[config.mk]
export PLATFORM = sky130hd
export DESIGN_NAME = buffer_swap_controller
export DESIGN_NICKNAME = d
export VERILOG_FILES = /design/src/rtl/buffer_pkg.sv /design/src/rtl/buffer_swap_controller.sv
export SDC_FILE = /design/constraint.sdc
export NUM_CORES = 1
export LEC_CHECK = 0
export ABC_AREA = 0
export CORE_UTILIZATION = 49
export DETAILED_ROUTE_END_ITERATION = 6
export PLACE_DENSITY_LB_ADDON = 0.08
export SLEW_MARGIN = 15
export SYNTH_ARGS = -nofsm -noshare
export SYNTH_HDL_FRONTEND = slang
export SYNTH_SLANG_ARGS = --single-unit
[constraint.sdc]
create_clock -name clk -period 2.5 [get_ports clk]
set_clock_uncertainty 0.1 [all_clocks]
set_input_delay 0.5 -clock clk [delete_from_list [all_inputs] [get_ports clk]]
set_output_delay 0.5 -clock clk [all_outputs]
set_load 0.02 [all_outputs]
[src/rtl/buffer_pkg.sv]
// Shared state encodings for the frame double-buffer write controller.
package buffer_pkg;

    typedef enum logic [1:0] {
        StFill     = 2'd0,
        StWaitSwap = 2'd1,
        StSwap     = 2'd2
    } buf_state_e;

endpackage

[src/rtl/buffer_swap_controller.sv]
// Fills the back bank of a double buffer with one frame of producer words, then
// requests a bank swap on the next reader vblank and counts frames and late vblanks.
module buffer_swap_controller
    import buffer_pkg::*;
#(
    parameter int unsigned RAM_WIDTH     = 36,
    parameter int unsigned RAM_ADDR_BITS = 11,
    parameter int unsigned FRAME_WORDS   = 2048
) (
    input  logic                     clk,
    input  logic                     rst,
    input  logic                     in_valid,
    output logic                     in_ready,
    input  logic [RAM_WIDTH-1:0]     in_data,
    input  logic                     vblank_pulse,
    output logic                     buffer_switch_event,
    output logic                     write_enable,
    output logic [RAM_ADDR_BITS-1:0] write_addr,
    output logic [RAM_WIDTH-1:0]     write_data,
    output logic [15:0]              frame_count,
    output logic [7:0]               late_count,
    output logic [1:0]               state_out
);

    localparam logic [RAM_ADDR_BITS-1:0] LastAddr = RAM_ADDR_BITS'(FRAME_WORDS - 1);

    buf_state_e               r_state;
    logic [RAM_ADDR_BITS-1:0] r_wr_ptr;
    logic                     r_write_enable;
    logic [RAM_ADDR_BITS-1:0] r_write_addr;
    logic [RAM_WIDTH-1:0]     r_write_data;
    logic                     r_switch;
    logic [15:0]              r_frame_count;
    logic [7:0]               r_late_count;
    logic                     w_accept;

    assign in_ready            = (r_state == StFill);
    assign w_accept            = in_valid && in_ready;
    assign buffer_switch_event = r_switch;
    assign write_enable        = r_write_enable;
    assign write_addr          = r_write_addr;
    assign write_data          = r_write_data;
    assign frame_count         = r_frame_count;
    assign late_count          = r_late_count;
    assign state_out           = r_state;

    always_ff @(posedge clk) begin
        if (rst) begin
            r_state        <= StFill;
            r_wr_ptr       <= '0;
            r_write_enable <= 1'b0;
            r_write_addr   <= '0;
            r_write_data   <= '0;
            r_switch       <= 1'b0;
            r_frame_count  <= '0;
            r_late_count   <= '0;
        end else begin
            r_write_enable <= w_accept;
            r_switch       <= 1'b0;
            if (w_accept) begin
                r_write_addr <= r_wr_ptr;
                r_write_data <= in_data;
            end

            case (r_state)
                StFill: begin
                    // A vblank that arrives while still filling is late, even on the final word.
                    if (vblank_pulse && (r_late_count != 8'hFF)) begin
                        r_late_count <= r_late_count + 8'd1;
                    end
                    if (w_accept) begin
                        if (r_wr_ptr == LastAddr) begin
                            r_wr_ptr <= '0;
                            r_state  <= StWaitSwap;
                        end else begin
                            r_wr_ptr <= r_wr_ptr + 1'b1;
                        end
                    end
                end
                StWaitSwap: begin
                    if (vblank_pulse) begin
                        r_state  <= StSwap;
                        r_switch <= 1'b1;
                    end
                end
                StSwap: begin
                    r_frame_count <= r_frame_count + 16'd1;
                    r_state       <= StFill;
                end
                default: begin
                    r_state <= StFill;
                end
            endcase
        end
    end

endmodule

### After elaboration in Yosys (flattened, before gate mapping)

Index checks and enable logic that the tools add are counted.
W data, S select, Z words.

| cells by class | value |
|---|---|
| $add $sub $neg | 3 |
| muxes and demuxes | 6 |
| bitwise logic cells | 1 |
| equal/unequal tests | 7 |
| reduce and logical (&&, ||, !) cells | 7 |

Operators by type and width:

| operator | number |
|---|---|
| $add A16 B1 Y16 const B | 1 |
| $add A11 B1 Y11 const B | 1 |
| $eq A11 B11 Y1 const B | 1 |
| $mux W11 | 1 |
| $add A8 B1 Y8 const B | 1 |
| $ne A8 B8 Y1 const B | 1 |
| $mux W2 | 3 |
| $ne A2 B1 Y1 const B | 2 |
| $pmux W2 S2 | 1 |
| $reduce_and A2 Y1 | 2 |
| $reduce_and A3 Y1 | 1 |
| $eq A2 B1 Y1 const B | 1 |
| $eq A2 B2 Y1 const B | 1 |
| $logic_and A1 B1 Y1 | 2 |
| $logic_not A2 Y1 | 1 |
| $ne A2 B2 Y1 const B | 1 |
| $reduce_or A2 Y1 | 1 |
| $mux W1 | 1 |
| $not A1 Y1 | 1 |

| storage, ports and cells | value |
|---|---|
| input port bits | 40 |
| register bits | 86 |

### Longest topological paths before layout

Gate-level depths: netlist of the first run.

| logic depth | value |
|---|---|
| word-level depth | 4 |
| gate-level depth with buffers | 6 |
| gate-level depth less buffers | 5 |

### Least setup slack after synthesis of the first run

No wires, ideal clock.

| timing path | value |
|---|---|
| kind | register to register |
| start point | register r_state[1] (netlist: state_out[1]) |
| end point | register r_frame_count[13] (netlist: frame_count[13]) |
| period minus slack after synthesis | 1814 ps |
| data required time | 2277 ps |
| library setup time | 123 ps |
| stages on the path, launching flop included | 6 |
| arrival time | 1591 ps |
| path slack | 686 ps |
| path buffers | 1 |
| path through | dfxtp_1 > buf_6 > nand4b_1 > nor4_2 > nand3_1 > mux2_1 |

| on the way | value |
|---|---|
| cells in the longest elaborated chain, start to end | 1 |

RTL lines:

| element | line | source |
|---|---|---|
| start: declaration | buffer_swap_controller.sv:27 | `buf_state_e r_state;` |
| start signal: assignment | buffer_swap_controller.sv:49 | `r_state <= StFill;` |
| start signal: assignment | buffer_swap_controller.sv:74 | `r_state <= StWaitSwap;` |
| start signal: assignment | buffer_swap_controller.sv:82 | `r_state <= StSwap;` |
| $eq A2 B2 Y1 | buffer_swap_controller.sv:65 | `case (r_state)` |
| end signal: assignment | buffer_swap_controller.sv:87 | `r_frame_count <= r_frame_count + 16'd1;` |
| end: declaration | buffer_swap_controller.sv:33 | `logic [15:0] r_frame_count;` |

No other way between the ends.
A chain may end at the register's enable or synchronous reset.

### Worst setup path in the final report of the first run

| timing path | value |
|---|---|
| start point | register r_state[1] (netlist: state_out[1]) |
| end point | output in_ready |

| on the way | value |
|---|---|
| cells in the longest elaborated chain, start to end | 1 |

RTL lines:

| element | line | source |
|---|---|---|
| $logic_not A2 Y1 | buffer_swap_controller.sv:37 | `assign in_ready = (r_state == StFill);` |
| end: declaration | buffer_swap_controller.sv:13 | `output logic in_ready,` |

No other way between the ends.

==> reports/results.ini, run 1 <==
[outcome]
status=finished clean

[final_layout]
layout_commonest_cell=clkdlybuf4s50_1
antenna_cells=0
fin_nets=555
final_cell_mix=clkdlybuf4s50_1, nand2_1, dfxtp_1
postLayoutCellArea_um2=4790
area_delta_synth_final_pct=41.4
final_cells=592
seq_area_um2=1720
drive_gt1_share_pct=6.02
fill_cells=486
multiInputGateArea_um2=1540

[drt]
postRouteAntennaNets=0
routedWlPerCell_um=13.5
drc=0
viasPerCell=5.21
routed_wl_um=7990
vias=3087
drtIter0Drc=111
first_pass_iters=4

[worst_setup_path]
regToRegEndpoint=frame_count[12]
required_ns=1.90
path_max_fanout=10
critPathMaxStageDelay_ns=0.63
worst_ep_arrival_time_ns=1.58
reg2reg_from=state_out[1]
crit_chain=nor2_1 -> clkdlybuf4s50_1
cp_slowest_cell=clkdlybuf4s50_1
end_kind=output pin
ff2ff_path_depth=4
crit_type=register to output pin
cp-start-kind=register
r2r_slack_ns=0.54

[hold_path]
holdPathEnd=write_data[30]
hp-class=register to register
min_from=write_data[30]
min_path_cells=2

[job]
max_cap_violations=0

[yosys]
synth-seq-cells=86
synthTopCellsByArea=dfxtp_1, nand2_1, a21oi_1, xor2_1, nor2_1
syn-num-nets=443
synth_area_um2=3380
synth_cells=400
avgSynthCellArea_um2=8.46
synth_top_area_cell=dfxtp_1
ys_seq_area_share_pct=50.9
synth_flop_cell=dfxtp_1
yosysWarningCount=0
synthArstFlopShare_pct=0
synth_top_area_share_pct=50.9
synth.distinct_cells=41
synth_edf_count=0

[global_route]
grt_pass1_wl_um=13100
antenna_found_initial=0
grtUsageTotal_pct=22.6
grt-ovfl-total=0
grt_pass1_vias=2846
grt_max_degree=51

[clocking]
clk_pin_slew_ns=0.08
insertion_delay_ns=0.34
post_cts_buffers=0
clock-root-buffer=clkbuf_8
ctsLongestPathBuffers=2
cts_hold_buf=0
cts-resized-gates=0
cts_tree=built
numCtsBuffers=9
htreeDepth=3
clock_sinks=86

[timing]
fin_crit_sh_pct=87.1
timing.slew.headroom_pct=68.6
min_period_ns=2.18
setup_viol=0
tns_ns=0
worst_pin_slew_ns=0.467
worst_slack_ns=0.321
grt_setup_unrepaired=no
slew_violations=0
hold_viol_final=0
fmaxAchievable_mhz=459

[pwr]
power_density_nw_per_um2=553
p_leak_nw=1.74
irDropWorstVdd_mv=0.350

[floorplanning]
initial_utilization_pct=52.1
row_count=29
ios=116
die_h_um=85.1
fp.coreArea_um2=6490
fp.dieW_um=85.1
dieArea_um2=7240

[placement]
dpl.hpwl_um=5580
gp_congestion=0.781
portBuffers=115
place_inst=578
dp_slack_ns=0.333
placed_cell_area_um2=4610

critical path: cells and delay by family (launching register included):
kind	cells	cell delay, ns
buffers and inverters	1	0.63
and+or+nand+nor	1	0.19
DFF	1	0.42
sequential cells by signal, summed over array words and instances (netlist names):
| signal | count |
|---|---|
| write_data | 36 |
| buffer_switch_event | 1 |
| r_wr_ptr | 11 |
| state_out | 2 |
| frame_count | 16 |
| write_enable | 1 |
| write_addr | 11 |
| late_count | 8 |
cells by family after synthesis:
group           share of synthesized area (%)
compound gates                           10.9
xor+xnor                                 5.43
fa+ha+maj                                1.11
buf+inv                                  3.73
flops                                    50.9
mux                                      1.22
simple gates                             26.7
cell usage after synthesis, types with 2 or more instances:
library cell	n
xnor2_1	4
a31o_2	2
clkbuf_1	15
a21oi_1	57
buf_6	3
and3_1	4
nand2_1	103
nor2b_1	2
nor2_1	33
and2_1	4
nand4_1	12
and4_1	3
mux2i_1	3
ha_1	3
o31ai_1	2
inv_1	3
nand3_1	14
buf_2	5
o21ai_0	2
or4_1	2
nor3_1	2
xor2_1	17
nor4bb_1	2
dfxtp_1	86
layout make-up:
class                   instances  share of cell area, %
clock buffers                  10                   2.67
multi-input cells             288                   32.2
flip-flops and latches         86                   36.0
repair buffers                124                   25.9
clock inverters                 4                   1.05
inverters                       3                  0.235
well taps                      77                   2.01
how the worst max path moves through the flow:
stage | startpoint | to | cells after the start
5_1_grt | state_out[1] | in_ready | 2
6_report | state_out[1] | in_ready | 2
3_3_place_gp | in_valid | r_wr_ptr[9] | 6
2_1_floorplan | state_out[1] | frame_count[13] | 5
4_1_cts | state_out[1] | in_ready | 2
3_5_place_dp | in_valid | r_wr_ptr[2] | 6
power breakdown:
group / leakage (nW) / internal [W] / switching [W]
combinational: 0.956 / 0.000155 / 0.000149
sequential: 0.701 / 0.00141 / 0.0000227
clock: 0.0842 / 0.000450 / 0.000463
total: 1.74 / 0.00201 / 0.000635
metrics by stage:
| step | hold WS (ns) | utilization [%] | power, W |
|---|---|---|---|
| floorplan | 0.352 | - | 0.00160 |
| global placement | 0.341 | 71.0 | 0.00176 |
| CTS | 0.358 | 73.7 | 0.00268 |
| finish | 0.355 | 73.7 | 0.00265 |
| global route | 0.379 | 73.7 | 0.00276 |
| detailed placement | 0.346 | 71.0 | 0.00177 |
metal layers:
| metal | track usage, % | share of wire (%) | vias up |
|---|---|---|---|
| met5 | 0 | 0 | - |
| met4 | 10.3 | 2.2 | 0 |
| li1 | - | - | 1570 |
| met3 | 5.54 | 6.1 | 14 |
| met2 | 39.1 | 47 | 90 |
| met1 | 26.6 | 45 | 1413 |
No activity file was read; power rests on OpenSTA's default activity.
==> run 2: changes to the inputs <==
CORE_UTILIZATION = 34   (was 49)
CTS_CLUSTER_SIZE = 12   (was default)
clock period = 2.2 ns   (was 2.5 ns; I/O delays follow)
==> run 2 against run 1 <==
Flip-flop and latch count did not move. Sequential power rose by 14%. Count of clock-buffer cells in the layout grew 1. Hold slack got worse by 0.047 ns. Highest routed layer unchanged. Largest power group unchanged.
==> reports/results.ini, run 2 (synthesized netlist as in run 1, its figures left out) <==
[outcome]
status=finished clean

[job]
max_cap_violations=0

[floorplanning]
dieArea_um2=10400
fp.dieW_um=102
fp.coreArea_um2=9730
ios=116
die_h_um=102
row_count=36
initial_utilization_pct=34.8

[worst_setup_path]
path_delay_family=buffers and inverters
critPathMaxStageDelay_ns=0.68
worst_ep_arrival_time_ns=1.56
crit_type=register to output pin
cp_num_buf_inv=1
cp-start-kind=register
cp_slowest_cell=clkdlybuf4s50_1
required_ns=1.66
end_kind=output pin
crit_chain=clkdlybuf4s50_1
path_max_fanout=10

[placement]
dp_slack_ns=0.109
portBuffers=115
dpl.hpwl_um=5650
gp_congestion=0.784

[timing]
hold_slack_ns=0.307
fin_crit_sh_pct=95.6
tns_ns=0
worst_pin_slew_ns=0.425
min_period_ns=2.10
slew_violations=0
worst_slack_ns=0.0965
fmaxAchievable_mhz=475
setup_viol=0
timing.slew.headroom_pct=71.7
grt_setup_unrepaired=no
hold_viol_final=0

[pwr]
irDropWorstVdd_mv=0.359
p_leak_nw=1.78
power_density_nw_per_um2=671

[final_layout]
fill_cells=971
area_delta_synth_final_pct=45.9
layout_commonest_cell=clkdlybuf4s50_1
antenna_cells=0
drive_gt1_share_pct=6.56
fin_nets=556
seq_area_um2=1720
largest_reg_flops=36
final_cell_mix=clkdlybuf4s50_1, nand2_1, dfxtp_1
multiInputGateArea_um2=1540

[drt]
routedWlPerCell_um=12.5
first_pass_iters=4
vias=3091
drc=0
postRouteAntennaNets=0
drtIter0Drc=97
viasPerCell=4.75
routed_wl_um=8170

[hold_path]
hp-class=input port to register

[global_route]
grtUsageTotal_pct=16.1
grt_max_degree=51
antenna_found_initial=0
grt_pass1_wl_um=13100
grt-ovfl-total=0
grt_pass1_vias=2769

[clocking]
htreeDepth=3
ctsLongestPathBuffers=2
cts_hold_buf=0
cts_tree=built
numCtsBuffers=9
clk_pin_slew_ns=0.09
insertion_delay_ns=0.34
clock-root-buffer=clkbuf_8
clock_sinks=86

-- run 2: cell types whose count changed in the layout (fill, tap and decap cells not counted), sizes merged --
cell / delta
clkinvlp: -1
bufinv: +2
dlymetal6s2s: +1
clkbuf: +1
clkdlybuf4s50: -1
buf: +1
-- run 2: cell type report --
cell class	instances	share of cell area [%]
Clock buffer	11	2.86
Clock inverter	5	2.15
Inverter	3	0.228
Multi-Input combinational cell	288	31.2
Sequential cell	86	34.9
Tap cell	133	3.37
Timing Repair Buffer	125	25.3
-- run 2: what timing repair did --
item                                    CTS  global route
endpoints found under the setup margin    0             1
buffers inserted                          0             0
gates resized for setup                   0             1
-- run 2: where the power goes --
| part | internal [W] | total (W) | switching (W) |
|---|---|---|---|
| Combinational | 0.000176 | 0.000343 | 0.000168 |
| Clock | 0.000788 | 0.00134 | 0.000556 |
| Sequential | 0.00160 | 0.00163 | 0.0000257 |
-- run 2: path summary, 6_finish.rpt --
path,cells after the start,startpoint,slack (ns),end
max,1,state_out[0],0.1,state_out[0]
min,2,rst,0.31,frame_count[8]
max reg2reg,4,state_out[0],0.36,frame_count[12]
min reg2reg,2,write_addr[9],0.36,write_addr[9]
-- run 2: per-stage QoR --
step                std cells  util [%]  power (W)  area, um^2
global route              651      50.7    0.00347        4940
global placement          635      48.2    0.00201        4690
CTS                       651      50.7    0.00337        4930
finish                    651      50.7    0.00331        4940
detailed placement        635      48.2    0.00201        4690
floorplan                 400         -    0.00182        3380
-- run 2: routing by layer --
layer / GRT usage [%] / up-vias / share of wire [%]
li1: - / 1573 / -
met1: 21.2 / 1427 / 48
met2: 25.3 / 82 / 44
met3: 3.86 / 9 / 6.1
met4: 6.69 / 0 / 1.5
met5: 0 / - / 0
==> run 3: changes to the inputs <==
SETUP_SLACK_MARGIN = 0.05   (was default)
==> run 3 against run 2 <==
Flip-flop and latch count did not move. Sequential share of layout area about the same. Combinational power is essentially flat. Register-to-register slack better by 0.02 ns. Via count stayed put. Design area hardly changed. Cell count unchanged. Critical path depth unchanged. Fmax rose by 5.5%. Worst setup slack improved by 0.11 ns. Largest cell class unchanged. Highest routed layer unchanged.
==> reports/results.ini, run 3 (synthesized netlist as in run 1, its figures left out) <==
[drt]
viasPerCell=4.75
first_pass_iters=4
routedWlPerCell_um=12.5
vias=3091
routed_wl_um=8170
postRouteAntennaNets=0
drtIter0Drc=101
drc=0

[timing]
grt_setup_unrepaired=no
timing.slew.headroom_pct=71.7
worst_pin_slew_ns=0.425
setup_viol=0
slew_violations=0
fmaxAchievable_mhz=501
hold_viol_final=0
worst_slack_ns=0.205
min_period_ns=1.99
fin_crit_sh_pct=90.7
tns_ns=0

[worst_setup_path]
crit_chain=clkdlybuf4s50_1
cp_num_buf_inv=1
crit_start=state_out[1]
worst_ep_arrival_time_ns=1.45
reg2reg_from=state_out[1]
path_max_fanout=6
end_kind=output pin
cp-start-kind=register
crit_type=register to output pin
critPathMaxStageDelay_ns=0.65
path_delay_family=buffers and inverters
required_ns=1.66
cp_slowest_cell=clkdlybuf4s50_1

[clocking]
post_cts_buffers=0
cts_hold_buf=0
clock_sinks=86
cts_tree=built
insertion_delay_ns=0.34
ctsLongestPathBuffers=2
clk_pin_slew_ns=0.09
clock-root-buffer=clkbuf_8
numCtsBuffers=9
htreeDepth=3

[placement]
gp_congestion=0.784
portBuffers=115
dpl.hpwl_um=5650
placed_cell_area_um2=4690
dp_slack_ns=0.109

[floorplanning]
row_count=36
fp.dieW_um=102
ios=116
dieArea_um2=10400
fp.coreArea_um2=9730
initial_utilization_pct=34.8
die_h_um=102

[hold_path]
hp-class=input port to register
min_from=rst

[global_route]
grt_max_degree=51
grt_use_met3_pct=3.86
grt_busiest_layer=met2
grt_use_met2_pct=25.3
gr-usage-met1_pct=21.2
grt_pass1_wl_um=13100
grtUsageTotal_pct=16.1
antenna_found_initial=0
grt-ovfl-total=0
grt_pass1_vias=2769

[final_layout]
fill_cells=972
largest_reg_flops=36
postLayoutCellArea_um2=4930
layout_commonest_cell=clkdlybuf4s50_1
fin_util_pct=50.7
final_cell_mix=clkdlybuf4s50_1, nand2_1, dfxtp_1
antenna_cells=0
fin_nets=556
area_delta_synth_final_pct=45.8
drive_gt1_share_pct=6.76

[outcome]
status=finished clean

[pwr]
p_leak_nw=1.78
power_density_nw_per_um2=671
irDropWorstVdd_mv=0.359

[job]
max_cap_violations=0

## run 3: repair_timing
| item | 4_1_cts | 5_1_grt |
|---|---|---|
| hold endpoints to repair | 0 | 0 |
| gates resized for setup | 1 | 1 |
| endpoints found under the setup margin | 1 | 1 |
## run 3: worst reg2reg max path, stage by stage (launching register included)
cell and delay, ns:
dfxtp_1 0.46, and4b_1 0.41, nand2_1 0.15, or4b_1 0.49
a21oi_1 0.15
## run 3: layout make-up
cell class | count | area [um^2] | share of cell area (%)
multi-input cells | 288 | 1540 | 31.2
inverters | 3 | 11.3 | 0.228
well taps | 133 | 166 | 3.37
repair buffers | 125 | 1240 | 25.2
flip-flops and latches | 86 | 1720 | 34.9
clock buffers | 11 | 141 | 2.87
clock inverters | 5 | 106 | 2.16
## run 3: report_power, final
group | internal, W | switching (W) | leakage, nW
Sequential | 0.00160 | 0.0000257 | 0.701
Combinational | 0.000176 | 0.000168 | 0.960
Clock | 0.000788 | 0.000556 | 0.120
## run 3: layer usage
layer / wire length (um) / share of wire [%]
met4: 123 / 1.5
met2: 3630 / 44
met3: 501 / 6.1
met1: 3910 / 48
met5: 0 / 0
## run 3: final timing paths
check	endpoint	slack, ns	cells past startpoint
setup / recovery	state_out[1]	0.21	1
hold / removal	frame_count[8]	0.31	2
setup reg to reg	frame_count[12]	0.38	4
hold reg to reg	write_addr[9]	0.36	2
## run 3: stage by stage
stage               power, W  instances  hold slack, ns
floorplan            0.00182        400           0.352
global placement     0.00201        635           0.342
detailed placement   0.00201        635           0.347
CTS                  0.00337        651           0.303
global route         0.00347        651           0.314
finish               0.00331        651           0.307
